**config.mk**
```make
export PLATFORM = sky130hd
export DESIGN_NAME = mem_arbiter_flat
export DESIGN_NICKNAME = d
export VERILOG_FILES = /design/src/rtl/mem_arbiter_if.sv /design/src/rtl/mem_arbiter.sv /design/src/flat_wrapper.sv
export SDC_FILE = /design/constraint.sdc
export NUM_CORES = 1
export LEC_CHECK = 0
export CORE_AREA = 2 2 94 96
export DETAILED_ROUTE_END_ITERATION = 10
export DIE_AREA = 0 0 96 98
export GPL_ROUTABILITY_DRIVEN = 1
export PLACE_DENSITY = 0.67
export RECOVER_POWER = 100
export SLEW_MARGIN = 20
export SYNTH_ARGS = -nofsm -noshare
export SYNTH_HDL_FRONTEND = slang
export SYNTH_SLANG_ARGS = --single-unit
```
**constraint.sdc**
```tcl
create_clock -name clk -period 4.2 [get_ports clk]
set_input_delay 0.84 -clock clk [delete_from_list [all_inputs] [get_ports clk]]
set_output_delay 0.84 -clock clk [all_outputs]
set_load 0.005 [all_outputs]
```
**src/rtl/mem_arbiter_if.sv**
```systemverilog
// Request/response bundle between two requesters, the arbiter and the data memory system.
// The master modport is the arbiter's view; slave is the environment's view.
interface mem_arbiter_if #(
  parameter int ADDR_W = 12,
  parameter int DATA_W = 32
);
  logic              r0_re;
  logic              r0_we;
  logic [ADDR_W-1:0] r0_addr;
  logic [DATA_W-1:0] r0_wdata;
  logic [DATA_W-1:0] r0_rdata;
  logic              r0_stall;

  logic              r1_re;
  logic              r1_we;
  logic [ADDR_W-1:0] r1_addr;
  logic [DATA_W-1:0] r1_wdata;
  logic [DATA_W-1:0] r1_rdata;
  logic              r1_stall;

  logic              m_re;
  logic              m_we;
  logic [ADDR_W-1:0] m_addr;
  logic [DATA_W-1:0] m_wdata;
  logic [DATA_W-1:0] m_rdata;
  logic              m_stall;

  modport master (
    input  r0_re, r0_we, r0_addr, r0_wdata,
    output r0_rdata, r0_stall,
    input  r1_re, r1_we, r1_addr, r1_wdata,
    output r1_rdata, r1_stall,
    output m_re, m_we, m_addr, m_wdata,
    input  m_rdata, m_stall
  );

  modport slave (
    output r0_re, r0_we, r0_addr, r0_wdata,
    input  r0_rdata, r0_stall,
    output r1_re, r1_we, r1_addr, r1_wdata,
    input  r1_rdata, r1_stall,
    input  m_re, m_we, m_addr, m_wdata,
    output m_rdata, m_stall
  );
endinterface

```
**src/rtl/mem_arbiter.sv**
```systemverilog
// Two-port arbiter in front of a single data memory; fixed priority to port 0 by default,
// round-robin on simultaneous requests when ARB_ROUND_ROBIN_EN is defined.
//
// state | meaning
// IDLE  | no grant, memory side driven to zero
// G0    | requester 0 owns the memory port
// G1    | requester 1 owns the memory port
module mem_arbiter #(
  parameter int ADDR_W = 12,
  parameter int DATA_W = 32
) (
  input  logic          clk,
  input  logic          reset,
  mem_arbiter_if.master bus
);

  typedef enum logic [1:0] {IDLE, G0, G1} state_t;

  state_t state;
  state_t state_next;
  state_t pick;

  logic req0;
  logic req1;
  logic done;

  logic [ADDR_W-1:0] addr_sel;
  logic [DATA_W-1:0] wdata_sel;

  assign req0 = bus.r0_re | bus.r0_we;
  assign req1 = bus.r1_re | bus.r1_we;
  assign done = ~bus.m_stall;

`ifdef ARB_ROUND_ROBIN_EN
  // Pointer remembers the port granted most recently; ties go to the other one.
  logic last_grant;

  always_ff @(posedge clk) begin
    if (!reset) begin
      last_grant <= 1'b1;
    end else if (state_next == G0) begin
      last_grant <= 1'b0;
    end else if (state_next == G1) begin
      last_grant <= 1'b1;
    end
  end

  assign pick = last_grant ? G0 : G1;
`else
  assign pick = G0;
`endif

  always_ff @(posedge clk) begin
    if (!reset) begin
      state <= IDLE;
    end else begin
      state <= state_next;
    end
  end

  always_comb begin
    state_next = state;
    case (state)
      IDLE: begin
        if (req0 && req1) begin
          state_next = pick;
        end else if (req0) begin
          state_next = G0;
        end else if (req1) begin
          state_next = G1;
        end
      end
      G0: begin
        // A pending peer takes over directly; otherwise the owner keeps the port.
        if (!req0) begin
          state_next = IDLE;
        end else if (done) begin
          state_next = req1 ? G1 : G0;
        end
      end
      G1: begin
        if (!req1) begin
          state_next = IDLE;
        end else if (done) begin
          state_next = req0 ? G0 : G1;
        end
      end
      default: state_next = IDLE;
    endcase
  end

  assign addr_sel  = (state == G1) ? bus.r1_addr  : bus.r0_addr;
  assign wdata_sel = (state == G1) ? bus.r1_wdata : bus.r0_wdata;

  always_comb begin
    bus.m_re     = 1'b0;
    bus.m_we     = 1'b0;
    bus.m_addr   = '0;
    bus.m_wdata  = '0;
    bus.r0_rdata = '0;
    bus.r1_rdata = '0;
    case (state)
      G0: begin
        bus.m_re     = bus.r0_re & ~bus.r0_we;
        bus.m_we     = bus.r0_we;
        bus.m_addr   = addr_sel;
        bus.m_wdata  = wdata_sel;
        bus.r0_rdata = bus.m_rdata;
      end
      G1: begin
        bus.m_re     = bus.r1_re & ~bus.r1_we;
        bus.m_we     = bus.r1_we;
        bus.m_addr   = addr_sel;
        bus.m_wdata  = wdata_sel;
        bus.r1_rdata = bus.m_rdata;
      end
      default: ;
    endcase
  end

  assign bus.r0_stall = req0 & ~((state == G0) & done);
  assign bus.r1_stall = req1 & ~((state == G1) & done);

endmodule

```
**src/flat_wrapper.sv**
```systemverilog
// flat-port wrapper written by rule: the top's interface ports become plain ports
module mem_arbiter_flat 
#(
  parameter int ADDR_W = 12,
  parameter int DATA_W = 32
)
  (clk, reset, bus_r0_re, bus_r0_we, bus_r0_addr, bus_r0_wdata, bus_r0_rdata, bus_r0_stall, bus_r1_re, bus_r1_we, bus_r1_addr, bus_r1_wdata, bus_r1_rdata, bus_r1_stall, bus_m_re, bus_m_we, bus_m_addr, bus_m_wdata, bus_m_rdata, bus_m_stall);
  mem_arbiter_if #(.ADDR_W(ADDR_W), .DATA_W(DATA_W)) bus_i ();
  input  logic clk;
  input  logic reset;
  input wire logic [$bits(bus_i.r0_re)-1:0] bus_r0_re;
  input wire logic [$bits(bus_i.r0_we)-1:0] bus_r0_we;
  input wire logic [$bits(bus_i.r0_addr)-1:0] bus_r0_addr;
  input wire logic [$bits(bus_i.r0_wdata)-1:0] bus_r0_wdata;
  output wire logic [$bits(bus_i.r0_rdata)-1:0] bus_r0_rdata;
  output wire logic [$bits(bus_i.r0_stall)-1:0] bus_r0_stall;
  input wire logic [$bits(bus_i.r1_re)-1:0] bus_r1_re;
  input wire logic [$bits(bus_i.r1_we)-1:0] bus_r1_we;
  input wire logic [$bits(bus_i.r1_addr)-1:0] bus_r1_addr;
  input wire logic [$bits(bus_i.r1_wdata)-1:0] bus_r1_wdata;
  output wire logic [$bits(bus_i.r1_rdata)-1:0] bus_r1_rdata;
  output wire logic [$bits(bus_i.r1_stall)-1:0] bus_r1_stall;
  output wire logic [$bits(bus_i.m_re)-1:0] bus_m_re;
  output wire logic [$bits(bus_i.m_we)-1:0] bus_m_we;
  output wire logic [$bits(bus_i.m_addr)-1:0] bus_m_addr;
  output wire logic [$bits(bus_i.m_wdata)-1:0] bus_m_wdata;
  input wire logic [$bits(bus_i.m_rdata)-1:0] bus_m_rdata;
  input wire logic [$bits(bus_i.m_stall)-1:0] bus_m_stall;
  assign bus_i.r0_re = bus_r0_re;
  assign bus_i.r0_we = bus_r0_we;
  assign bus_i.r0_addr = bus_r0_addr;
  assign bus_i.r0_wdata = bus_r0_wdata;
  assign bus_r0_rdata = bus_i.r0_rdata;
  assign bus_r0_stall = bus_i.r0_stall;
  assign bus_i.r1_re = bus_r1_re;
  assign bus_i.r1_we = bus_r1_we;
  assign bus_i.r1_addr = bus_r1_addr;
  assign bus_i.r1_wdata = bus_r1_wdata;
  assign bus_r1_rdata = bus_i.r1_rdata;
  assign bus_r1_stall = bus_i.r1_stall;
  assign bus_m_re = bus_i.m_re;
  assign bus_m_we = bus_i.m_we;
  assign bus_m_addr = bus_i.m_addr;
  assign bus_m_wdata = bus_i.m_wdata;
  assign bus_i.m_rdata = bus_m_rdata;
  assign bus_i.m_stall = bus_m_stall;
  mem_arbiter #(.ADDR_W(ADDR_W), .DATA_W(DATA_W)) u_core (.clk(clk), .reset(reset), .bus(bus_i));
endmodule
```
---- Yosys cells after proc, flatten, opt, wreduce, memory -nomap -nowiden ----
Index checks and enable logic that the tools add are counted.
operators by class
  reductions and logical operators ........ 4
  bitwise logic cells ..................... 13
  mux-type cells .......................... 18
  eq/ne operators ......................... 5
operators by type and width
  cell                                                                     count
  32-bit 2-to-1 mux                                                        4
  12-bit 2-to-1 mux                                                        2
  2-bit 2-to-1 mux                                                         9
  1-bit AND                                                                6
  3-bit inequality test, second input constant                             2
  2-bit one-hot mux with 3 select lines                                    1
  1-bit NOT                                                                5
  4-bit by 1-bit inequality test with 1-bit output, second input constant  1
  1-bit one-hot mux with 2 select lines                                    2
  3-bit AND reduction                                                      1
  2-bit by 1-bit == test with 1-bit output, second input constant          1
  2-bit == test, second input constant                                     1
  2-bit zero test                                                          1
  1-bit bitwise OR                                                         2
  2-bit OR reduction                                                       1
  1-bit logical AND                                                        1
word-level totals
  register bits after elaboration ......... 2
  bits of input ports ..................... 127
  output and inout bits ................... 112

---- Depth between registers and ports, before layout ----
  depth after elaboration ................. 5
  gate-level depth with buffers ........... 7
  mapped depth without buffers ............ 6

---- Worst setup path before layout ----
No wires, ideal clock.
  kind .................................... register to output
  from .................................... register u_core.state[0]
  to ...................................... output bus_r1_rdata[22]
  arrival ................................. 1.329 ns
  data required time ...................... 3.360 ns
  stages on the path, launching flop included .. 7
  setup slack ............................. 2.031 ns
  cell sequence ........................... dfxtp_1 -> inv_1 -> ha_1 -> clkbuf_1 -> buf_2 -> clkbuf_1 -> and2_1
between the ends
  word-level cells in the longest chain between the ends .. 2
ends and longest elaborated chain
  element                   RTL line            source
  start: declaration        mem_arbiter.sv:19   state_t state;
  start signal: assignment  mem_arbiter.sv:57   state <= state_next;
  2-bit == test             mem_arbiter.sv:102  case (state)
  32-bit 2-to-1 mux         mem_arbiter.sv:102
  end: declaration          flat_wrapper.sv:21  output wire logic [$bits(bus_i.r1_rdata)-1:0] bus_r1_rdata;
Every way passes these cells.

---- Final worst setup path ----
  from .................................... register u_core.state[0]
  to ...................................... output bus_m_wdata[10]
between the ends
  word-level cells in the longest chain between the ends .. 3
  elaborated cells on any way between the ends .. 5
  classes of those cells .................. 2 x eq/ne; 2 x mux; 1 x reduce/logical
ends and longest elaborated chain
  element                                                                    RTL line                               source
  2-bit == test or 2-bit by 1-bit == test with 1-bit output (tied branches)  mem_arbiter.sv:93, mem_arbiter.sv:102
  32-bit 2-to-1 mux or 2-bit OR reduction (tied branches)                    n/a
  32-bit 2-to-1 mux (*)                                                      mem_arbiter.sv:102
  end: declaration                                                           flat_wrapper.sv:26                     output wire logic [$bits(bus_i.m_wdata)-1:0] bus_m_wdata;
Mark *: on every way between the ends. The rest lies on a longest branch, timed or not.

==> results.tsv <==
stage	metric	value	unit
layout	FF/Latch Area	40.0	um^2
layout	Layout Utilization	0.470	
sta	max_slew headroom	0.309	
critical_path	Worst path depth	6	
sta	final period utilization	0.844	
critical_path	CP Capture Type	output pin	
critical_path	critical path capture point	bus_m_wdata[10]	
clock_tree	CTS root buffer	clkbuf_8	
clock_tree	Worst-path clk slew	0.03	ns
placed_design	RePlAce Congestion	0.732	
global_routing	vias in the first global route	2254	
clock_tree	CTS H-tree lvls	1	
clock_tree	CTS tree	yes	
critical_path	Critical path origin	u_core.state[0]	
floorplan	Ports	239	
sta	Worst Tran Pin Value	1.04	ns
sta	hold violation count in the final report	0	
worst_hold_path	Hold Path Class	flip-flop to flip-flop	
route	routed len/inst	13.6	um
critical_path	R2R depth	6	
status	status	complete, no violations	
global_routing	first-pass GRT wire length	11.1	mm
critical_path	r2r setup slk	1.98	ns
global_routing	Tot GR Track Use	0.149	
route	via count	2249	
layout	max FFs per register	2	
layout	Area Growth Syn to Fin	174	%
synthesis	FF+latch count, synth	2	
layout	Largest regs	u_core.state (2)	
floorplan	Die ar.	0.00941	mm^2
critical_path	crit path DAT	2.71	ns
critical_path	Critical Path RT	3.36	ns
clock_tree	Longest Clk Path Bufs	2	
route	DRC viols	0	
critical_path	Buf+Inv Stages, Crit Path	3	
critical_path	CP Launch Type	flip-flop	
placed_design	dpl hpwl	6.28	mm
route	drt pass-1 iters	4	
route	DRT Wirelength	7.36	mm
critical_path	family with the most delay on the worst path	buffers and inverters	
synthesis	Mapped Nets	336	
route	vias per inst	4.15	
floorplan	row count	34	
sta	RSZ-0062 raised after global routing	no	
global_routing	initial antenna violation count	2	
floorplan	Initial Util	0.172	
clock_tree	post-cts sizing count	0	
clock_tree	setup bufs post-CTS	0	
critical_path	crit path max-delay cell type	ha_2	
sta	setup-violating endpoint count in the final report	0	
layout	layout cells sized above 1	0.0208	
worst_hold_path	Hold Path Depth	2	
sta	Max Freq	0.282	GHz
critical_path	crit path max fanout	38	
synthesis	Synth Instances	205	
synthesis	Synth warnings	0	
sta	setup TNS	0	ns
clock_tree	Clock Sinks	2	
placed_design	# port buffers	238	
power_and_ir_drop	Peak VDD IR	0.0000893	V
critical_path	worst path cell trace	inv_1 -> ha_2 -> buf_4 -> mux2i_1 -> nor2b_1 -> dlygate4sd3_1	
sta	Slew Viols, Final	0	
critical_path	Worst R2R End	u_core.state[0]	
critical_path	reg2reg start	u_core.state[0]	
clock_tree	Hold Buf Count CTS	0	
floorplan	die width	96	um
synthesis	sequential element share of the synthesized area	0.0275	
critical_path	critical path type	flip-flop to output pin	
floorplan	core area	0.00847	mm^2
layout	Multi-input gate area	0.00133	mm^2
synthesis	Synth cell types	21	
flow_run	max cap viols	0	
clock_tree	total CTS buffers	3	
layout	Filler cells	866	
clock_tree	clk_lat worst skew	0.21	ns
sta	Setup Skew	0.00480	ns
global_routing	pin count of the biggest net entering global routing	47	
layout	Largest Register	u_core.state	
critical_path	slowest stage delay, CP	0.88	ns
synthesis	mapped cell area	0.00145	mm^2
synthesis	Mean Syn Cell Area	7.09	um^2
layout	nets	566	
floorplan	DIE HEIGHT	98	um
power_and_ir_drop	Leak	1.63	nW
route	antenna viol nets, final	0	
sta	Final min period	3.55	ns
global_routing	GRT Residual Overflow	0	
route	Iteration-0 DRC Markers	22	
power_and_ir_drop	PwrDens	202	mW/mm^2
## layer usage
layer  track usage  share of wire  vias up
li1              -              -     1129
met1         0.143           0.33      969
met2         0.282           0.51      145
met3        0.0679           0.15        4
met4        0.0330         0.0075        2
met5             0         0.0018        -
## power breakdown
group          leakage (nW)  switching (W)  internal (W)  total (W)
Clock                0.0216      0.0000146     0.0000606  0.0000752
Combinational          1.59       0.000254      0.000449   0.000703
Sequential           0.0165     0.00000360     0.0000228  0.0000264
Total                  1.63       0.000272      0.000532   0.000804
## worst min path at each step
stage	from	end	slack (ns)
2_1_floorplan	u_core.state[1]	u_core.state[1]	0.48
3_3_place_gp	u_core.state[1]	u_core.state[1]	0.54
3_5_place_dp	u_core.state[1]	u_core.state[1]	0.55
4_1_cts	u_core.state[1]	u_core.state[1]	0.56
5_1_grt	u_core.state[1]	u_core.state[1]	0.55
6_report	u_core.state[1]	u_core.state[1]	0.53
## cell usage in the layout, fill, tap and decap left out, drive strengths merged
master and n:
nand2 2, a21boi 1, diode 1, dfxtp 2, o211ai 2, o21ai 2
o211a 1, o22ai 1, clkbuf 4, nor2b 46, a311oi 1, inv 4
clkdlybuf4s50 156, mux2i 45, or3b 1, buf 4, nand3b 2, a21oi 3
dlygate4sd3 82, or4 1, a22oi 1, and2 65, nor2 3, ha 4
## cell usage after synthesis
| cell type | number | area, um^2 |
|---|---|---|
| a21boi_0 | 1 | 7.51 |
| a21oi_1 | 3 | 15.0 |
| a22oi_1 | 1 | 7.51 |
| a311oi_1 | 1 | 8.76 |
| and2_1 | 65 | 407 |
| buf_2 | 5 | 25.0 |
| clkbuf_1 | 13 | 48.8 |
| dfxtp_1 | 2 | 40.0 |
| ha_1 | 4 | 50.1 |
| inv_1 | 4 | 15.0 |
| mux2i_1 | 45 | 450 |
| nand2_1 | 2 | 7.51 |
| nand3b_1 | 2 | 15.0 |
| nor2_1 | 3 | 11.3 |
| nor2b_1 | 46 | 288 |
| o211a_1 | 1 | 10.0 |
| o211ai_1 | 2 | 15.0 |
| o21ai_0 | 2 | 10.0 |
| o22ai_1 | 1 | 6.26 |
| or3b_2 | 1 | 8.76 |
| or4_1 | 1 | 7.51 |
## tightest hold or removal path: cells and delay by family (launching register included)
kind	cells	cell delay, ns
AOI/OAI and AO/OA	1	0.07
DFF	1	0.33
and+or+nand+nor	1	0.07
## cell type report
type | count | area share
Multi-Input combinational cell | 181 | 0.334
Antenna cell | 1 | 0.000629
Sequential cell | 2 | 0.0101
Clock buffer | 3 | 0.0104
Tap cell | 108 | 0.0340
Inverter | 4 | 0.00377
Timing Repair Buffer | 243 | 0.607
## cells by family after synthesis
family / share of synthesized area
compound gates: 0.0551
fa+ha+maj: 0.0344
buf+inv: 0.0611
flops: 0.0275
mux: 0.310
simple gates: 0.512
## per-stage QoR
step	power (W)	std cells	setup WS [ns]	hold WS, ns	area [um^2]
detailed placement	0.000793	538	1.10	0.553	3950
CTS	0.000877	541	1.01	0.560	3990
global placement	0.000790	538	1.12	0.539	3950
finish	0.000804	542	0.654	0.530	3980
global route	0.000880	541	0.450	0.548	3980
floorplan	0.000319	205	2.03	0.479	1450
No activity file was read; power rests on OpenSTA's default activity.
==> RTL edit, RTL diff (config.mk and constraints unchanged) <==
The 3 states of `state_t` get a one-hot encoding in 3 bits.
--- a/src/rtl/mem_arbiter.sv
+++ b/src/rtl/mem_arbiter.sv
@@ -14,7 +14,7 @@
   mem_arbiter_if.master bus
 );
 
-  typedef enum logic [1:0] {IDLE, G0, G1} state_t;
+  typedef enum logic [2:0] {IDLE = 3'b001, G0 = 3'b010, G1 = 3'b100} state_t;
 
   state_t state;
   state_t state_next;
Check against the original RTL: same outputs for any inputs over 10 cycles, from zero or initial values and one cycle with reset low; not proved beyond that.
==> RTL edit against the original RTL <==
- synthesized cell count shrank 21%
- design area decreased by 8.4%
- sequential cell count grew 1
- first-iteration DRC count is 140% higher
- worst setup slack improved by 3.3 ps
- register-to-register slack improved by 220 ps
- wire length increased by 7.0%
- area after synthesis shrank 20%
- largest cell class unchanged
Power is not compared: it rests on default switching activity, and its combinational part moved more than twofold at a synthesized area within 25%.
==> RTL edit: results (changes against the original RTL) <==
antennaDiodeCount: 0  # -1
critical_path.reg2reg.endpoint: "u_core.state[2]$_SDFFE_PN0P_"
fin_nets: 517  # -8.7%
fin_worst_skew_ps: 1.84  # -2.96 ps
cp_slowest_stage_delay_ps: 790  # -90 ps
reg_top3: "u_core.state: 3 flops"
hp-start: "u_core.state[1]$_SDFFE_PN0P_"
grt_pass1_wl_um: 11200  # +1.5%
wirelength_um: 7880  # +7.0%
reg2reg_depth: 4  # -2
synth_seq_area_share: 0.0513  # +0.0238
grt_start_max_net_pins: 49  # +4.3%
antenna_found_initial: 0  # -2
pre_cts_ws_ps: 1110  # +12.9 ps
post_cts_resized: 0  # unchanged
synth_fp_nets: 288  # -14%
outcome: "finished clean"
crit_start: "u_core.state[1]$_SDFFE_PN0P_"
vias: 2102  # -6.5%
post_cts_buffers: 0  # unchanged
dr.pass1.iters: 4  # unchanged
gp_congestion: 0.760  # +3.9%
crit_slowest_cell: "and2b_1"
cts.path.max_buffers: 2  # unchanged
drt-initial-drc-count: 52  # +140%
cp_data_arrival_time_ps: 2700  # about the same
clk_pin_slew_ps: 30  # about the same
p_leak_nw: 1.38
period_share: 0.843  # about the same
tightestPinTransition_ps: 1160  # +124 ps
portBuffers: 238  # unchanged
cp-end-kind: "output port"
place_hpwl_um: 6700  # +6.7%
critPathCapture: "bus_m_addr[2]"
synthTopCellsByCount: "and2_1 (64), a22o_1 (45), buf_2 (7), a21oi_1 (5), o21ai_0 (4)"
crit_family: "simple AND/OR/NAND/NOR gates"
finalSetupViolCount: 0  # unchanged
n_fill_cell: 847  # -2.2%
worstReg2RegStart: "u_core.state[2]$_SDFFE_PN0P_"
yosys-top-cells-area: "and2_1 (34%), a22o_1 (34%), dfxtp_1 (5.1%)"
reg2reg_setup_slack_ps: 2200  # +220 ps
drive_gt1_frac: 0.0129  # -0.00793
grt_usage: 0.149  # +0.000382
yosys.cell_types.count: 27  # +29%
critPathMaxFanout: 48  # +26%
-- RTL edit: worst reg2reg max path: cells and delay by family, from the launching register on --
family	cells	cell delay, ps
buffers and inverters	1	890
flip-flops	1	430
AO/OA/AOI/OAI	2	320
AND/OR/NAND/NOR	1	270
-- RTL edit: final cells by class --
class,instances,area [um2],share of cell area
sequential,3,60.1,0.0165
inverter,2,7.51,0.00206
multi-input combinational,139,983,0.270
timing repair buffer,241,2410,0.662
clock buffer,4,45.0,0.0124
tap,108,135,0.0371
-- RTL edit: per-layer routing --
metal  vias up  global-route usage  share of wire
li1       1044                   -              -
met5         -                   0              0
met1       945               0.189           0.40
met2       109               0.267           0.50
met4         0              0.0154         0.0072
met3         4              0.0285          0.088
-- RTL edit: metrics by stage --
| stage | hold slack (ps) | cells | utilization | instance area (um2) |
|---|---|---|---|---|
| detailed placement | 549 | 493 | 0.428 | 3620 |
| floorplan | 486 | 161 | - | 1170 |
| CTS | 549 | 497 | 0.433 | 3670 |
| finish | 516 | 497 | 0.430 | 3640 |
| global placement | 543 | 493 | 0.428 | 3620 |
| global route | 579 | 497 | 0.430 | 3640 |
-- RTL edit: cells by family (layout without fill, tap and decap cells) --
logic type             count (synthesis)  after routing  synth area share
and+or+nand+nor                       76             76             0.409
AOI/OAI and AO/OA                     62             62             0.435
buffers and inverters                 19            247            0.0962
DFF                                    3              3            0.0513
muxes                                  1              1           0.00856
-- RTL edit: power by group through the flow --
stage / Combinational [mW] / Clock [mW] / Sequential (mW)
after floorplan: 0.0900 / 0 / 0.0376
after global placement: 0.306 / 0 / 0.0398
final: 0.301 / 0.0843 / 0.0378
after detailed placement: 0.308 / 0 / 0.0403
after global routing: 0.323 / 0.0889 / 0.0391
after CTS: 0.310 / 0.0857 / 0.0399
